**src/rtl/beh_sync_fifo.sv**
```systemverilog
`default_nettype none
// ============================================================================
//  Module   : beh_sync_fifo
//  Purpose  : Single-clock behavioural FIFO buffering DSIZE-bit words between
//             a producer and a consumer, with full/empty flags. Writes while
//             full and reads while empty are silently dropped.
//  Ports    : wclk    - clock, all state updates on rising edge
//             wrst_n  - synchronous active-low reset
//             winc    - write request
//             wdata   - write data [DSIZE-1:0]
//             rinc    - read request (pop)
//             rdata   - word at head of FIFO (fall-through, combinational)
//             wfull   - FIFO holds DEPTH words
//             rempty  - FIFO holds no words
//  Revision : 1.0 - initial release
// ============================================================================
module beh_sync_fifo #(
    parameter int DSIZE = 8,
    parameter int ASIZE = 4
) (
    input  logic             wclk,
    input  logic             wrst_n,
    input  logic             winc,
    input  logic [DSIZE-1:0] wdata,
    input  logic             rinc,
    output logic [DSIZE-1:0] rdata,
    output logic             wfull,
    output logic             rempty
);

    localparam int c_DEPTH = 2 ** (ASIZE - 1);

    logic [DSIZE-1:0] r_mem [c_DEPTH];
    logic [ASIZE-1:0] r_wptr;
    logic [ASIZE-1:0] r_rptr;

    logic [ASIZE-2:0] w_waddr;
    logic [ASIZE-2:0] w_raddr;
    logic             w_wr_en;
    logic             w_rd_en;

    assign w_waddr = r_wptr[ASIZE-2:0];
    assign w_raddr = r_rptr[ASIZE-2:0];

    // Equal pointers mean empty; equal addresses with differing wrap bits
    // mean the writer is a full lap ahead of the reader.
    assign rempty = (r_wptr == r_rptr);
    assign wfull  = (r_wptr[ASIZE-1] != r_rptr[ASIZE-1]) && (w_waddr == w_raddr);

    // Gating on the current flags is what makes a simultaneous write/read
    // while full degrade to read-only, and while empty to write-only.
    assign w_wr_en = winc && !wfull;
    assign w_rd_en = rinc && !rempty;

    assign rdata = r_mem[w_raddr];

    always_ff @(posedge wclk) begin
        if (!wrst_n) begin
            r_wptr <= '0;
            r_rptr <= '0;
            // Storage is cleared so rdata is a defined zero straight after reset.
            for (int i = 0; i < c_DEPTH; i++) begin
                r_mem[i] <= '0;
            end
        end else begin
            if (w_wr_en) begin
                r_mem[w_waddr] <= wdata;
                r_wptr         <= r_wptr + 1'b1;
            end
            if (w_rd_en) begin
                r_rptr <= r_rptr + 1'b1;
            end
        end
    end

endmodule
`default_nettype wire

```
**config.mk**
```make
export PLATFORM = sky130hd
export DESIGN_NAME = beh_sync_fifo
export DESIGN_NICKNAME = d
export VERILOG_FILES = /design/src/rtl/beh_sync_fifo.sv
export SDC_FILE = /design/constraint.sdc
export NUM_CORES = 1
export LEC_CHECK = 0
export ABC_AREA = 1
export CORE_UTILIZATION = 55
export CTS_BUF_LIST = sky130_fd_sc_hd__clkbuf_4 sky130_fd_sc_hd__clkbuf_8
export CTS_CLUSTER_SIZE = 24
export DETAILED_ROUTE_END_ITERATION = 10
export GPL_TIMING_DRIVEN = 0
export HOLD_SLACK_MARGIN = 0.15
export PLACE_DENSITY = 0.78
export SETUP_SLACK_MARGIN = 0.5
export SYNTH_ARGS = -nofsm -noshare
export SYNTH_HDL_FRONTEND = slang
export SYNTH_SLANG_ARGS = --single-unit
```
**constraint.sdc**
```tcl
create_clock -name wclk -period 1.5 [get_ports wclk]
set_input_delay 0.3 -clock wclk [delete_from_list [all_inputs] [get_ports wclk]]
set_output_delay 0.3 -clock wclk [all_outputs]
set_load 0.02 [all_outputs]
```
==> results of run 1 <==
[routing by layer]
metal,track usage,vias to the layer above
met1,0.3531,1501
met4,0.1719,0
met5,0,-
li1,-,1314
met3,0.06484,66
met2,0.5504,227
[kinds of logic after synthesis]
| logic type | synth area share |
|---|---|
| and+or+nand+nor | 0.2240 |
| DFF | 0.6069 |
| AOI/OAI and AO/OA | 0.06381 |
| buffers and inverters | 0.05033 |
| muxes | 0.04537 |
| adders and majority gates | 0.007089 |
| xor gates and xnor gates | 0.002482 |
[worst register-to-register path, stage by stage, from the launching register on]
cell	delay (ns)
dfxtp_2	0.33
inv_1	0.12
nand2_1	0.09
nand2_2	0.12
nand4_4	0.13
buf_6	0.15
buf_12	0.14
nand4_4	0.14
buf_12	0.18
nor2_1	0.06
[cell usage in the layout (no fill, tap or decap), drive strengths merged, types with 9 or more instances in the layout]
| master | Yosys | routed |
|---|---|---|
| buf | 10 | 50 |
| clkbuf | 5 | 16 |
| clkdlybuf4s50 | 0 | 9 |
| dfxtp | 11 | 11 |
| edfxtp | 64 | 64 |
| inv | 23 | 23 |
| mux2i | 16 | 16 |
| nand2 | 58 | 58 |
| nand4 | 9 | 9 |
| nor2 | 93 | 93 |
| o21ai | 17 | 17 |
| o22ai | 16 | 16 |
[worst paths after layout]
path,endpoint,startpoint
setup / recovery,rdata[6],flip-flop
hold / removal,r_wptr[1]$_SDFFE_PN0P_,wrst_n
setup reg to reg,r_mem[4][0]$_SDFFCE_PN0P_,r_wptr[3]$_SDFFE_PN0P_
hold reg to reg,r_rptr[3]$_SDFFE_PN0P_,r_rptr[3]$_SDFFE_PN0P_
[through the flow]
stage	hold slack, ns	cell area (µm²)	util	total power, mW
CTS	0.2336	4927	0.8130	5.895
detailed placement	0.5296	3959	0.6532	3.536
global placement	0.5219	3959	0.6532	3.511
global route	0.2336	5454	0.8999	6.461
floorplan	0.4781	3675	-	3.204
finish	0.2386	5454	0.8999	6.317
[Yosys cell counts]
master / count
xnor2_1: 1
nand3_1: 7
mux2i_1: 16
buf_2: 5
nor3_2: 2
inv_1: 22
nor2_1: 93
o22ai_1: 16
and2_1: 1
buf_6: 1
nand3b_2: 1
nand2_1: 57
ha_1: 2
clkbuf_1: 5
nand2_2: 1
dfxtp_1: 11
buf_1: 1
buf_8: 1
nand3_2: 1
nand4_2: 6
nand4_4: 3
o21ai_0: 17
edfxtp_1: 64
inv_4: 1
buf_4: 2
a21oi_1: 8
[flip-flops by register name, indices dropped and copies added, names as in the netlist, named ones only]
signal  flops
r_mem      64
r_rptr      4
r_wptr      4
[final cells by class]
type	count	area, µm²
repair buffers	50	640.6
plain buffers	15	177.7
clock buffers	10	131.4
well taps	75	93.84
inverters	23	98.84
clock inverters	6	127.6
fillers	215	606.8
flip-flops and latches	75	2167
multi-input cells	232	2017
[power groups by stage]
| stage | Combinational [mW] | Clock (mW) | Sequential (mW) |
|---|---|---|---|
| 6_report | 1.78 | 2.07 | 2.47 |
| 3_3_place_gp | 1.03 | 0 | 2.48 |
| 4_1_cts | 1.45 | 2.00 | 2.45 |
| 5_1_grt | 1.84 | 2.14 | 2.48 |
| 3_5_place_dp | 1.05 | 0 | 2.48 |
| 2_1_floorplan | 0.739 | 0 | 2.46 |
[timing repair]
action	4_1_cts	5_1_grt
cloned	2	0
resized for setup	161	122
pin swaps	24	21
endpoints found under the setup margin	149	149
setup buffers	23	6
==> flow_summary.ini, run 1 <==
[global_routing]
grt_max_degree = 13
grt.total_usage = 0.3126
antenna_found_initial = 0
grt-ovfl-total = 0
grt_pass1_vias = 2778
grt_pass1_wl_um = 14480

[cts]
htreeDepth = 3
cts_root_buf = clkbuf_8
cts_hold_buf = 0
clk_path_buf_depth = 2
cts_sinks = 75
clk_pin_slew_ns = 0.09
clk_latency_ns = 0.36
cts_buffers = 9
cts_tree = done

[synth]
ys_ff_latch = 75
synth_area_per_cell_um2 = 10.23
synth_area_leader_cell = edfxtp_1
syn_area_mm2 = 0.003530
ys_warn_count = 0
netlist_instances = 345
synth_top_area_share = 0.5445
syn_nets = 359
yosysSeqAreaShare = 0.6069
synth_area_leaders = edfxtp_1, nor2_1, dfxtp_1
yosys.cell_types.count = 26

[timing]
fin_crit_sh = 1.412
fin_skew_ns = 0.01536
slew_viol_final = 0
setup_violations = 142
fin_crit_ns = 2.117
finalHoldViolations = 0
fin_setup_tns_ns = -21.94
slew_headroom = 0.4922
fmax_ghz = 0.4723
rsz0062_at_grt = true
worst_slew_pin_slew_ns = 0.7608
worst_slack_ns = -0.6174

[critical_path]
cp.depth = 8
critical_path.slowest_cell = dfxtp_2
slowest_delay_ns = 0.37
worstPathCellList = buf_12 -> buf_12 -> buf_16 -> mux2i_2 -> o22ai_1 -> nand2_1 -> nand2_2 -> buf_6
cp.required_ns = 1.20
path_common_cell = buf_12
crit_type = reg2out
r2r_slack_ns = -0.22
critPathTopFamily = buffers and inverters
worstPathArrival_ns = 1.82
path_buf_inv = 4
reg2reg_depth = 9
critical_path.max_fanout = 6
setup.worst_path.start_class = flip-flop
critPathCaptureType = output pin

[pwr]
clkPwrFrac = 0.327
p_switching_mw = 1.868
power_frac_comb = 0.281
power_density_mw_per_mm2 = 1158
internal_power_mw = 4.449
sw_frac_of_total = 0.2957
p_leak_nw = 1.988
pwr-share-seq = 0.391
irDropWorstVdd_v = 0.0008868

[die]
ios = 22
die_h_um = 82.11
die-area_mm2 = 0.006742
num_rows = 28
core_area_mm2 = 0.006061
initial_core_util = 0.5824
die_x_um = 82.11

[route]
vias_per_cell = 6.395
wl_met2_um = 6342
firstDrtPassIters = 5
drc = 0
num_vias = 3108
wl_per_cell_um = 25.26
drt_wl_total_um = 12280
wirelength_met1_um = 4446
drtIter0Drc = 379
wl_met3_um = 858
antenna_left = 0
routed.top_layer = met4

[worst_hold_path]
min_path_cells = 3
min-delay-path-class = in2reg

[run_status]
violations = negative setup slack
outcome = finished with violations

[placed_design]
placed_cells = 439
pre_cts_slack_ns = -0.5535
io_buffers = 19
place_congestion = 0.7718
dp_hpwl_um = 5132

[layout]
syn_to_final_growth_pct = 54.52
n_antenna_cell = 0
post_layout_nonfiller_instances = 486
layout.nets = 420
drive_gt1_frac = 0.5207

[flow_run]
max_cap_violations = 0
(Power assumes the default switching activity.)
==> run 2: changes to the inputs <==
--- a/config.mk
+++ b/config.mk
@@ -10,7 +10,7 @@
 export CTS_BUF_LIST = sky130_fd_sc_hd__clkbuf_4 sky130_fd_sc_hd__clkbuf_8
 export CTS_CLUSTER_SIZE = 24
 export DETAILED_ROUTE_END_ITERATION = 10
-export GPL_TIMING_DRIVEN = 0
+export GPL_TIMING_DRIVEN = 1
 export HOLD_SLACK_MARGIN = 0.15
 export PLACE_DENSITY = 0.78
 export SETUP_SLACK_MARGIN = 0.5
==> flow_summary.ini, run 2 (synthesis gave the netlist of run 1 again) <==
[run_status]
violations = negative setup slack
outcome = finished with violations

[cts]
clk_pin_slew_ns = 0.08
cts_buffers = 9
htreeDepth = 3
cts_root_buf = clkbuf_8
clk_path_buf_depth = 2
cts_hold_buf = 0
clk_latency_ns = 0.35
cts_tree = done
cts_sinks = 75

[route]
firstDrtPassIters = 5
drc = 0
drtIter0Drc = 267
num_vias = 3082
wl_per_cell_um = 24.48
vias_per_cell = 6.342
antenna_left = 0
drt_wl_total_um = 11900

[timing]
worst_slack_ns = -0.5705
fmax_ghz = 0.4830
fin_crit_sh = 1.380
finalHoldViolations = 0
whs_ns = 0.6059
rsz0062_at_grt = true
slew_headroom = 0.4745
setup_violations = 116
slew_viol_final = 0
worst_slew_pin_slew_ns = 0.7873
fin_skew_ns = 0.009651
fin_crit_ns = 2.071

[placed_design]
io_buffers = 21
dp_hpwl_um = 5485
placed_cells = 461
placed_area_mm2 = 0.004174
place_congestion = 0.8600

[critical_path]
setup.worst_path.start_class = flip-flop
crit_type = reg2out
cp.required_ns = 1.20
timing.rr.start = r_wptr[1]$_SDFFE_PN0P_
critical_path.max_fanout = 11
reg2reg_depth = 8
worstPathArrival_ns = 1.77
r2r-end = r_mem[3][0]$_SDFFCE_PN0P_
r2r_slack_ns = -0.24
critPathCaptureType = output pin

[layout]
layout.nets = 421
layout_common_cells = edfxtp_1, nor2_4, nand2_1
n_antenna_cell = 0
fillers = 198
design_area_mm2 = 0.005488
syn_to_final_growth_pct = 55.48
post_layout_nonfiller_instances = 486
top_regs = r_mem x64, r_rptr x4, r_wptr x4
largest_register_ff_count = 64
top_register = r_mem
final_common_cell = edfxtp_1
multi_input_area_mm2 = 0.002097
seq_area_mm2 = 0.002163
drive_gt1_frac = 0.5596

[flow_run]
max_cap_violations = 0

[die]
die-area_mm2 = 0.006742
num_rows = 28
initial_core_util = 0.5824
ios = 22
core_area_mm2 = 0.006061
die_h_um = 82.11
die_x_um = 82.11

[worst_hold_path]
worstHoldStart = wrst_n
min_path_cells = 4
min_to = r_wptr[3]$_SDFFE_PN0P_
min-delay-path-class = in2reg

[global_routing]
grt-ovfl-total = 0
grt_pass1_vias = 2750
antenna_found_initial = 0
grt_max_degree = 29
grt_pass1_wl_um = 14190
grt.total_usage = 0.3065

[pwr]
power_density_mw_per_mm2 = 1030
irDropWorstVdd_v = 0.0009882
p_leak_nw = 1.990
## run 2: changes by cell type in the layout (fill, tap and decap cells not counted), moves of 4 or more
cell | before | now
buf_12 | 11 | 19
buf_4 | 12 | 19
buf_6 | 18 | 11
buf_8 | 7 | 0
nand2_1 | 32 | 27
nand2_4 | 7 | 12
bufinv_16 | 4 | 0
inv_2 | 3 | 7
nor2_1 | 29 | 25
nor2_2 | 10 | 14
## run 2: worst max-delay path by stage
| stage | start | endpoint | slack (ns) | cells past startpoint |
|---|---|---|---|---|
| final | flip-flop | rdata[1] | -0.57 | 6 |
| after global routing | flip-flop | rdata[1] | -0.59 | 6 |
| after CTS | flip-flop | rdata[5] | -0.38 | 6 |
| after detailed placement | flip-flop | rdata[2] | -0.46 | 6 |
| after global placement | flip-flop | rdata[3] | -0.42 | 7 |
| after floorplan | r_wptr[0]$_SDFFE_PN0P_ | r_mem[0][0]$_SDFFCE_PN0P_ | -0.0005 | 8 |
## run 2: area by class of cell
| type | count | area share |
|---|---|---|
| repair buffers | 66 | 0.1585 |
| clock buffers | 9 | 0.02257 |
| inverters | 23 | 0.01938 |
| clock inverters | 6 | 0.006156 |
| multi-input cells | 232 | 0.3821 |
| well taps | 75 | 0.01710 |
| flip-flops and latches | 75 | 0.3942 |
## run 2: report_power, final
group | switching [mW] | internal [mW]
sequential | 0.0996 | 2.38
combinational | 1.00 | 0.813
clock | 0.778 | 0.577
total | 1.88 | 3.77
## run 2: through the flow
step	power (mW)	utilization	setup TNS, ns	setup slack, ns
finish	5.650	0.9055	-16.09	-0.5705
global route	5.796	0.9055	-21.37	-0.5910
CTS	5.135	0.7927	-5.894	-0.3757
detailed placement	3.611	0.6887	-38.34	-0.4565
global placement	3.587	0.6887	-35.01	-0.4198
floorplan	3.204	-	-0.003967	-0.0004959
## run 2: what timing repair did
action | CTS | global route
setup buffers | 2 | 4
gates resized for setup | 165 | 146
setup endpoints to repair | 149 | 149
pin swaps | 14 | 27
gates cloned | 2 | 2
## run 2: worst max-delay path: stages, from the launching register on
cell and delay (ns):
dfxtp_4 0.42, buf_16 0.17, o21ai_0 0.34, o22ai_1 0.17, nand2_1 0.11, nand2_2 0.06
buf_4 0.15
## run 2: layer usage
layer	share of wire	track usage	routed length [µm]
met1	0.35	0.3518	4177
met3	0.086	0.08242	1020
met5	0	0	0
met4	0.042	0.1491	500
met2	0.52	0.5289	6198
